[src/rtl/flow_ctrl.sv]
// flow_ctrl: central pipeline flow controller.
//
// Decides, each cycle, whether the PC register and the IF/ID and ID/EX
// pipeline registers advance (WORK), hold (STOP) or flush (REFRESH). It also
// tells the PC whether to take PC+4 or load a redirect target. It arbitrates
// debug halt, bus wait, pending redirects, interrupts, jumps, divider busy and
// load-use hazards. A redirect that arrives while the PC is frozen is parked in
// a one-entry pending slot and applied on the first cycle the PC can move.
//
// Ports:
//   clk, rst_n      clock, synchronous active-low reset
//   jump_req_i      EX branch/jump taken, target on jump_addr_i
//   int_req_i       interrupt request (level), vector on int_addr_i
//   int_ack_o       pulse: interrupt redirect taken/captured this cycle
//   load_use_i      load-use hazard in ID
//   div_busy_i      multi-cycle divider busy in EX
//   bus_wait_i      instruction/data bus not ready
//   jtag_halt_i     debug halt request (level)
//   halted_o        core is halted
//   flow_pc_o       PC register flow code
//   flow_if_id_o    IF/ID register flow code
//   flow_id_ex_o    ID/EX register flow code
//   next_pc_four_o  1 = PC+4, 0 = load next_pc_o
//   next_pc_o       redirect target
//   stall_cnt_o     saturating count of cycles with the PC stopped

`ifndef FLOW_WORK
`define FLOW_WORK 2'd0
`endif
`ifndef FLOW_STOP
`define FLOW_STOP 2'd1
`endif
`ifndef FLOW_REFRESH
`define FLOW_REFRESH 2'd2
`endif

module flow_ctrl #(
  parameter int CPU_WIDTH    = 32,
  parameter int FLOW_WIDTH   = 2,
  parameter int DRAIN_CYCLES = 2
) (
  input  logic                  clk,
  input  logic                  rst_n,
  input  logic                  jump_req_i,
  input  logic [CPU_WIDTH-1:0]  jump_addr_i,
  input  logic                  int_req_i,
  input  logic [CPU_WIDTH-1:0]  int_addr_i,
  output logic                  int_ack_o,
  input  logic                  load_use_i,
  input  logic                  div_busy_i,
  input  logic                  bus_wait_i,
  input  logic                  jtag_halt_i,
  output logic                  halted_o,
  output logic [FLOW_WIDTH-1:0] flow_pc_o,
  output logic [FLOW_WIDTH-1:0] flow_if_id_o,
  output logic [FLOW_WIDTH-1:0] flow_id_ex_o,
  output logic                  next_pc_four_o,
  output logic [CPU_WIDTH-1:0]  next_pc_o,
  output logic [31:0]           stall_cnt_o
);

  localparam int DRAIN_W = (DRAIN_CYCLES > 1) ? $clog2(DRAIN_CYCLES) : 1;

  localparam logic [FLOW_WIDTH-1:0] F_WORK    = FLOW_WIDTH'(`FLOW_WORK);
  localparam logic [FLOW_WIDTH-1:0] F_STOP    = FLOW_WIDTH'(`FLOW_STOP);
  localparam logic [FLOW_WIDTH-1:0] F_REFRESH = FLOW_WIDTH'(`FLOW_REFRESH);

  typedef enum logic [1:0] {
    S_RUN   = 2'd0,
    S_DRAIN = 2'd1,
    S_HALT  = 2'd2
  } state_t;

  state_t                 state, state_nxt;
  logic                   pend_vld, pend_vld_nxt;
  logic [CPU_WIDTH-1:0]   pend_addr, pend_addr_nxt;
  logic [DRAIN_W-1:0]     drain_cnt, drain_cnt_nxt;
  logic [31:0]            stall_cnt_nxt;

  // State register (plus the small amount of state that travels with it)
  always_ff @(posedge clk) begin
    if (!rst_n) begin
      state       <= S_RUN;
      pend_vld    <= 1'b0;
      pend_addr   <= '0;
      drain_cnt   <= '0;
      stall_cnt_o <= '0;
    end else begin
      state       <= state_nxt;
      pend_vld    <= pend_vld_nxt;
      pend_addr   <= pend_addr_nxt;
      drain_cnt   <= drain_cnt_nxt;
      stall_cnt_o <= stall_cnt_nxt;
    end
  end

  // Next-state logic
  always_comb begin
    state_nxt     = state;
    pend_vld_nxt  = pend_vld;
    pend_addr_nxt = pend_addr;
    drain_cnt_nxt = drain_cnt;
    unique case (state)
      S_RUN: begin
        if (jtag_halt_i) begin
          state_nxt     = S_DRAIN;
          drain_cnt_nxt = DRAIN_W'(DRAIN_CYCLES - 1);
        end else if (bus_wait_i) begin
          // PC frozen: park the redirect; an interrupt beats a jump and
          // either one overwrites an earlier parked target.
          if (int_req_i) begin
            pend_vld_nxt  = 1'b1;
            pend_addr_nxt = int_addr_i;
          end else if (jump_req_i) begin
            pend_vld_nxt  = 1'b1;
            pend_addr_nxt = jump_addr_i;
          end
        end else if (pend_vld) begin
          pend_vld_nxt = 1'b0;
        end
      end
      S_DRAIN: begin
        // Jumps resolved by the draining EX stage must not be lost.
        if (jump_req_i) begin
          pend_vld_nxt  = 1'b1;
          pend_addr_nxt = jump_addr_i;
        end
        if (!jtag_halt_i) begin
          state_nxt = S_RUN;
        end else if (drain_cnt == '0) begin
          state_nxt = S_HALT;
        end else if (!bus_wait_i) begin
          drain_cnt_nxt = drain_cnt - DRAIN_W'(1);
        end
      end
      S_HALT: begin
        if (!jtag_halt_i) state_nxt = S_RUN;
      end
      default: state_nxt = S_RUN;
    endcase
  end

  // Saturating stall counter
  always_comb begin
    stall_cnt_nxt = stall_cnt_o;
    if ((flow_pc_o == F_STOP) && (stall_cnt_o != 32'hFFFF_FFFF))
      stall_cnt_nxt = stall_cnt_o + 32'd1;
  end

  // Output logic
  always_comb begin
    flow_pc_o      = F_WORK;
    flow_if_id_o   = F_WORK;
    flow_id_ex_o   = F_WORK;
    next_pc_four_o = 1'b1;
    next_pc_o      = pend_addr;
    int_ack_o      = 1'b0;
    halted_o       = 1'b0;
    unique case (state)
      S_RUN: begin
        if (jtag_halt_i) begin
          // Freeze fetch, flush IF/ID, let the instruction in ID move to EX.
          flow_pc_o    = F_STOP;
          flow_if_id_o = F_REFRESH;
          flow_id_ex_o = F_WORK;
        end else if (bus_wait_i) begin
          flow_pc_o    = F_STOP;
          flow_if_id_o = F_STOP;
          flow_id_ex_o = F_STOP;
          int_ack_o    = int_req_i;
        end else if (pend_vld) begin
          next_pc_four_o = 1'b0;
          next_pc_o      = pend_addr;
          flow_if_id_o   = F_REFRESH;
          flow_id_ex_o   = F_REFRESH;
        end else if (int_req_i && !div_busy_i) begin
          next_pc_four_o = 1'b0;
          next_pc_o      = int_addr_i;
          int_ack_o      = 1'b1;
          flow_if_id_o   = F_REFRESH;
          flow_id_ex_o   = F_REFRESH;
        end else if (jump_req_i) begin
          next_pc_four_o = 1'b0;
          next_pc_o      = jump_addr_i;
          flow_if_id_o   = F_REFRESH;
          flow_id_ex_o   = F_REFRESH;
        end else if (div_busy_i) begin
          flow_pc_o    = F_STOP;
          flow_if_id_o = F_STOP;
          flow_id_ex_o = F_STOP;
        end else if (load_use_i) begin
          // Hold PC and IF/ID, inject a bubble into EX.
          flow_pc_o    = F_STOP;
          flow_if_id_o = F_STOP;
          flow_id_ex_o = F_REFRESH;
        end
      end
      S_DRAIN: begin
        flow_pc_o    = F_STOP;
        flow_if_id_o = F_REFRESH;
        flow_id_ex_o = F_REFRESH;
      end
      S_HALT: begin
        halted_o     = 1'b1;
        flow_pc_o    = F_STOP;
        flow_if_id_o = F_STOP;
        flow_id_ex_o = F_STOP;
      end
      default: begin
        flow_pc_o    = F_STOP;
        flow_if_id_o = F_STOP;
        flow_id_ex_o = F_STOP;
      end
    endcase
    if (!rst_n) begin
      flow_pc_o      = F_REFRESH;
      flow_if_id_o   = F_REFRESH;
      flow_id_ex_o   = F_REFRESH;
      next_pc_four_o = 1'b1;
      next_pc_o      = '0;
      int_ack_o      = 1'b0;
      halted_o       = 1'b0;
    end
  end

endmodule
[config.mk]
export PLATFORM = sky130hd
export DESIGN_NAME = flow_ctrl
export DESIGN_NICKNAME = d
export VERILOG_FILES = /design/src/rtl/flow_ctrl.sv
export SDC_FILE = /design/constraint.sdc
export NUM_CORES = 1
export LEC_CHECK = 0
export BUFFER_PORTS_ARGS = -buffer_cell sky130_fd_sc_hd__buf_4
export CORE_MARGIN = 2
export CORE_UTILIZATION = 40
export CTS_CLUSTER_DIAMETER = 30
export CTS_CLUSTER_SIZE = 16
export DETAILED_ROUTE_END_ITERATION = 7
export PLACE_DENSITY = 0.72
export SYNTH_ARGS = -nofsm -noshare
export SYNTH_HDL_FRONTEND = slang
export SYNTH_SLANG_ARGS = --single-unit
[constraint.sdc]
create_clock -name clk -period 5.25 [get_ports clk]
set_input_delay 0.525 -clock clk [delete_from_list [all_inputs] [get_ports clk]]
set_output_delay 0.525 -clock clk [all_outputs]
set_load 0.005 [all_outputs]
==> run metrics, run 1 <==
status=finished clean; Hold Vio Cnt, Final=0; gr ovfl total=0; drt pass-1 iters=4; Tmin final=3.09 ns; Ports=145; clk_lat worst skew=0.32 ns; Met2 Wirelength=6040 um; Pwr per Cell Area=238 mW/mm2; Max Transition Viols Final=0; Post-Synth XOR/XNOR Area=0; ANT cells=0; Syn Inst Count=611; Die ar.=0.0123 mm2; RSZ-0062 raised after global routing=no; die width=111 um; reg-to-reg startpoint=stall_cnt_o[0]; Num CTS Buffers=9; htree depth=3; final setup vio count=0; Post-synth EDFFs=0; clock tree sinks=68; post-synthesis register bit count=68; Mapped Nets=684; number of post-CTS setup repair buffers=0; crit path kind=reg -> out; Net Sw Frac=0.279; proportion of synthesized area in mux cells=0.105; Worst Skew=0.00476 ns; nets@finish=790; Area after DPL=0.00562 mm2; setup TNS=0 ns; Core Area=0.0113 mm2; via/cell ratio=5.62; fill cell count=1109; quantity of I/O buffers inserted on ports=144; top_reg_cell synth=dfxtp_1; pin count of the biggest net entering global routing=66; Warnings, synthesis=0; Async S/R FF share, synth=0; r2r worst-path depth=6; Max Buffers Root-to-Sink=2; Switch Pwr=0.390 mW; per-cell routed wire length=14.9 um; max layer used=met4; Area Growth Syn to Fin=28.1%; Compound-Gate Fraction of Synth Area=0.263; Gate power share=0.209; Clk pwr share=0.383; initial antenna violation count=0; Mapped Avg Cell Area=7.51 um2; reg2reg end=stall_cnt_o[23]; Critical path origin=state[1]; chip height=111 um; dominant cell type by area after synthesis=dfxtp_1; worst hold-check path type=reg -> reg; Crit path required time=4.72 ns; Hold Buf Count CTS=0; initial DRC count=433; synthesized cell area=0.00459 mm2; Tot GR Track Use=0.196; CTS tree=done; adder-cell share of the synthesized area=0.00273; register clock-pin slew on the reported worst setup and hold paths=0.06 ns; Worst IR Drop VDD=0.131 mV; DRC Markers=0; total of max-cap violations=0; clock root buffer=clkbuf_16; crit start category=flip-flop; layout cells sized above 1=0.250; Worst Path Max Fanout=32; Reg power frac=0.408; first-pass GRT wire length=20600 um; Leak=2.44 nW; Initial Util=0.405; CP Capture Type=primary output; fin crit share=0.588; post-synthesis simple-gate area fraction=0.269; wl on met1=5960 um; synth top area cells=dfxtp_1 30%, mux2i_1 10%, nand2_1 10%, a21oi_1 9.3%, a211o_1 6.1%; Unique masters post-synth=42; top cell type's share of synthesized area=0.297; Int Power=1.01 mW; main combinational cell family by area after synthesis=simple AND/OR/NAND/NOR gates; Rows=39; Via Count=4853; GPL Wtd Cong=0.851; vias in the first global route=4326; crit path DAT=2.56 ns; worst slew pin tran=1.23 ns; Commonest cells post-synth=127 x nand2_1, 85 x a21oi_1, 68 x dfxtp_1; count leader, synth=nand2_1; r2r setup slk=2.58 ns; Finished Cell Area=0.00588 mm2; PostCTS Resize Cnt=0; routed wire length=12900 um; Worst slew margin=0.179; dpl hpwl=8810 um; routed length on met3=760 um; f_max=0.324 GHz; crit path to=next_pc_o[9]; Detail Route Antenna Nets=0; Seq/Total Area, Yosys=0.297
[cell families after synthesis]
group | after synthesis
simple gates | 255
fa+ha+maj | 1
buf+inv | 59
flops | 68
compound gates | 180
mux | 48
[layout make-up]
type / count / area (um2) / share of cell area
multi-input cells: 484 / 2950 / 0.501
flip-flops and latches: 68 / 1360 / 0.232
repair buffers: 148 / 1110 / 0.189
clock buffers: 12 / 246 / 0.0419
well taps: 143 / 179 / 0.0304
inverters: 6 / 22.5 / 0.00383
clock inverters: 2 / 12.5 / 0.00213
[state kept, by name (all words and copies together), names as in the netlist]
| name | flops |
|---|---|
| drain_cnt | 1 |
| pend_addr | 32 |
| pend_vld | 1 |
| stall_cnt_o | 32 |
| state | 2 |
[placed cells by master (no fill, tap or decap), drive strengths merged]
cell      instances
and4              3
clkbuf           12
or4              14
nor4             15
clkinv            1
nor3              3
and2              1
o2111ai           2
buf             148
and3              4
or3               3
o211ai           33
ha                1
o211a             1
nor4b             4
o21ai             9
and2b             1
o31a              1
mux2i            48
a21o              1
a21oi            85
or2               4
nand4             7
o31ai            13
nand2           127
nor2             47
nand2b           12
nand3            10
o21a              3
clkinvlp          1
a211o            32
inv               6
dfxtp            68
[how the worst min path moves through the flow]
stage / from / end / slack, ns / cells past startpoint
after floorplan: pend_addr[0] / pend_addr[0] / 0.44 / 2
after global placement: pend_addr[9] / pend_addr[9] / 0.45 / 2
after detailed placement: pend_addr[3] / pend_addr[3] / 0.46 / 2
after CTS: pend_addr[9] / pend_addr[9] / 0.47 / 2
after global routing: pend_addr[15] / pend_addr[15] / 0.49 / 2
final: pend_addr[3] / pend_addr[3] / 0.47 / 2
[stage by stage]
stage | utilization | worst slack [ns] | instances | hold slack, ns | power, mW
final | 0.519 | 2.16 | 863 | 0.468 | 1.40
after global placement | 0.496 | 2.37 | 849 | 0.451 | 0.865
after detailed placement | 0.496 | 2.33 | 849 | 0.460 | 0.873
after CTS | 0.519 | 2.14 | 863 | 0.468 | 1.41
after global routing | 0.519 | 2.03 | 863 | 0.485 | 1.47
after floorplan | - | 2.89 | 611 | 0.442 | 0.758
[power groups by stage]
stage | sequential (mW) | clock [mW] | combinational, mW
floorplan | 0.573 | 0 | 0.185
global placement | 0.579 | 0 | 0.286
detailed placement | 0.580 | 0 | 0.293
CTS | 0.569 | 0.549 | 0.294
global route | 0.573 | 0.576 | 0.324
finish | 0.570 | 0.536 | 0.293
[layer usage]
metal | global-route usage | up-vias
met5 | 0 | -
met4 | 0.0527 | 0
met3 | 0.0377 | 12
met2 | 0.324 | 153
met1 | 0.261 | 2258
li1 | - | 2430
[worst max-delay path, cell delays in order (launching register included)]
cell,delay (ns)
dfxtp_1,0.43
or4_1,0.76
nor2_2,0.14
buf_4,0.36
o211ai_1,0.15
a21oi_1,0.26
buf_4,0.15
No activity file was read; power rests on OpenSTA's default activity.
==> run 2, diff against run 1 <==
==> constraint.sdc (replaced) <==
create_clock -name clk -period 3 [get_ports clk]
set_input_delay 0.3 -clock clk [delete_from_list [all_inputs] [get_ports clk]]
set_output_delay 0.3 -clock clk [all_outputs]
set_load 0.005 [all_outputs]
==> run 2 against run 1 <==
Against the previous run:
- combinational power rose by 78%
- first-iteration DRC count up 39%
- clock power rose by 77%
- register-to-register slack got worse by 1.9 ns
- critical endpoint is now next_pc_o[3]
- highest routed layer unchanged
- largest power group unchanged
==> run metrics, run 2 (synthesis gave the netlist of run 1 again) <==
r2r worst-path depth=7; Ports=145; Final Power=2.47 mW; initial DRC count=601; GPL Wtd Cong=0.875; Worst IR Drop VDD=0.200 mV; CP Capture Type=primary output; quantity of I/O buffers inserted on ports=144; drt pass-1 iters=5; Gate power share=0.212; Die ar.=0.0123 mm2; total of max-cap violations=0; reg2reg end=stall_cnt_o[23]; Worst Path Max Fanout=32; nets@finish=794; leading cell types in the layout, fill and taps excluded=151 x buf_4, 127 x nand2_1, 85 x a21oi_1, 68 x dfxtp_1, 48 x mux2i_1; final setup vio count=0; chip height=111 um; Rows=39; crit path to=next_pc_o[3]; Initial Util=0.405; f_max=0.364 GHz; CP max stage delay=0.67 ns; register clock-pin slew on the reported worst setup and hold paths=0.05 ns; PostCTS Resize Cnt=0; Hold Buf Count CTS=0; Tmin final=2.74 ns; reg-to-reg startpoint=stall_cnt_o[0]; per-cell routed wire length=15.2 um; most frequent CP cell=buf_4; layout cells sized above 1=0.255; clk_lat worst skew=0.33 ns; Critical path origin=state[1]; RSZ-0062 raised after global routing=no; status=finished clean; Via Count=4977; crit path kind=reg -> out; Clk pwr share=0.384; Core Area=0.0113 mm2; Detail Route Antenna Nets=0; Leak=2.47 nW; Cell Count, Final, Fillers Out=869; tightest hold margin=0.281 ns; worst slew pin tran=0.696 ns; Max Transition Viols Final=0; Net Sw Frac=0.281; Worst slew margin=0.536; Worst Skew=0.00632 ns; Crit path required time=2.70 ns; number of post-CTS setup repair buffers=0; initial antenna violation count=0; worst hold-check path type=in -> reg; htree depth=3; clock tree sinks=68; Max Buffers Root-to-Sink=2; most common cell after layout, fill and taps aside=buf_4; Int Power=1.78 mW; Num CTS Buffers=9; post-layout util=0.524; Reg power frac=0.404; setup TNS=0 ns; gr ovfl total=0; via/cell ratio=5.73; Area Growth Syn to Fin=29.2%; Worst path slowest cell=or4_4; Tot GR Track Use=0.205; routed wire length=13200 um; ANT cells=0; DRC Markers=0; clock root buffer=clkbuf_16; first-pass GRT wire length=21500 um; Switch Pwr=0.694 mW; fin crit share=0.915; die width=111 um; vias in the first global route=4399; Pwr per Cell Area=417 mW/mm2; dpl hpwl=8760 um; pin count of the biggest net entering global routing=66; CTS tree=done; crit start category=flip-flop; placed cell count=853; top flop regs=pend_addr: 32 flops, stall_cnt_o: 32 flops, state: 2 flops; worst-path cell chain=or4_4, nor2_2, buf_4, o211ai_1, a21oi_1, buf_4; Hold Vio Cnt, Final=0; r2r setup slk=0.70 ns; crit path DAT=2.44 ns
[run 2: changes by cell type in the layout (fill, tap and decap cells not counted), sizes merged]
cell	previous run	this run
buf	148	152
clkbuf	12	14
clkinvlp	1	0
clkinv	1	2
[run 2: per-stage QoR]
stage	cell area (um2)	setup slack [ns]
2_1_floorplan	4590	0.936
3_3_place_gp	5660	0.548
3_5_place_dp	5660	0.495
4_1_cts	5930	0.135
5_1_grt	5930	0.0751
6_report	5930	0.255
[run 2: final cells by class]
cell class | count | area, um2
Clock buffer | 14 | 254
Clock inverter | 2 | 10.0
Fill cell | 1088 | 5390
Inverter | 6 | 22.5
Multi-Input combinational cell | 484 | 2950
Sequential cell | 68 | 1360
Tap cell | 143 | 179
Timing Repair Buffer | 152 | 1150
[run 2: how the worst min path moves through the flow]
stage / cells past startpoint / slack [ns] / from / endpoint
6_report: 2 / 0.28 / jtag_halt_i / state[1]
5_1_grt: 2 / 0.31 / jtag_halt_i / state[1]
4_1_cts: 2 / 0.26 / jtag_halt_i / state[1]
3_5_place_dp: 2 / 0.46 / pend_addr[26] / pend_addr[26]
3_3_place_gp: 2 / 0.45 / pend_addr[24] / pend_addr[24]
2_1_floorplan: 2 / 0.44 / pend_addr[0] / pend_addr[0]
[run 2: per-layer routing]
metal  track usage  up-vias  part of all wire
li1              -     2445                 -
met1         0.279     2314              0.46
met2         0.333      196              0.46
met3        0.0334       22             0.063
met4        0.0683        0             0.015
met5             0        -                 0
[run 2: power groups by stage]
| stage | Sequential [mW] | Clock [mW] | Combinational, mW |
|---|---|---|---|
| floorplan | 1.00 | 0 | 0.324 |
| global placement | 1.01 | 0 | 0.505 |
| detailed placement | 1.01 | 0 | 0.519 |
| CTS | 0.995 | 0.971 | 0.520 |
| global route | 1.00 | 1.02 | 0.581 |
| finish | 0.998 | 0.950 | 0.522 |
[run 2: critical path, delay by kind of cell, from the launching register on]
family                 cells  cell delay (ns)
flip-flops                 1             0.43
buffers and inverters      2             0.51
AO/OA/AOI/OAI              2             0.40
AND/OR/NAND/NOR            2             0.78
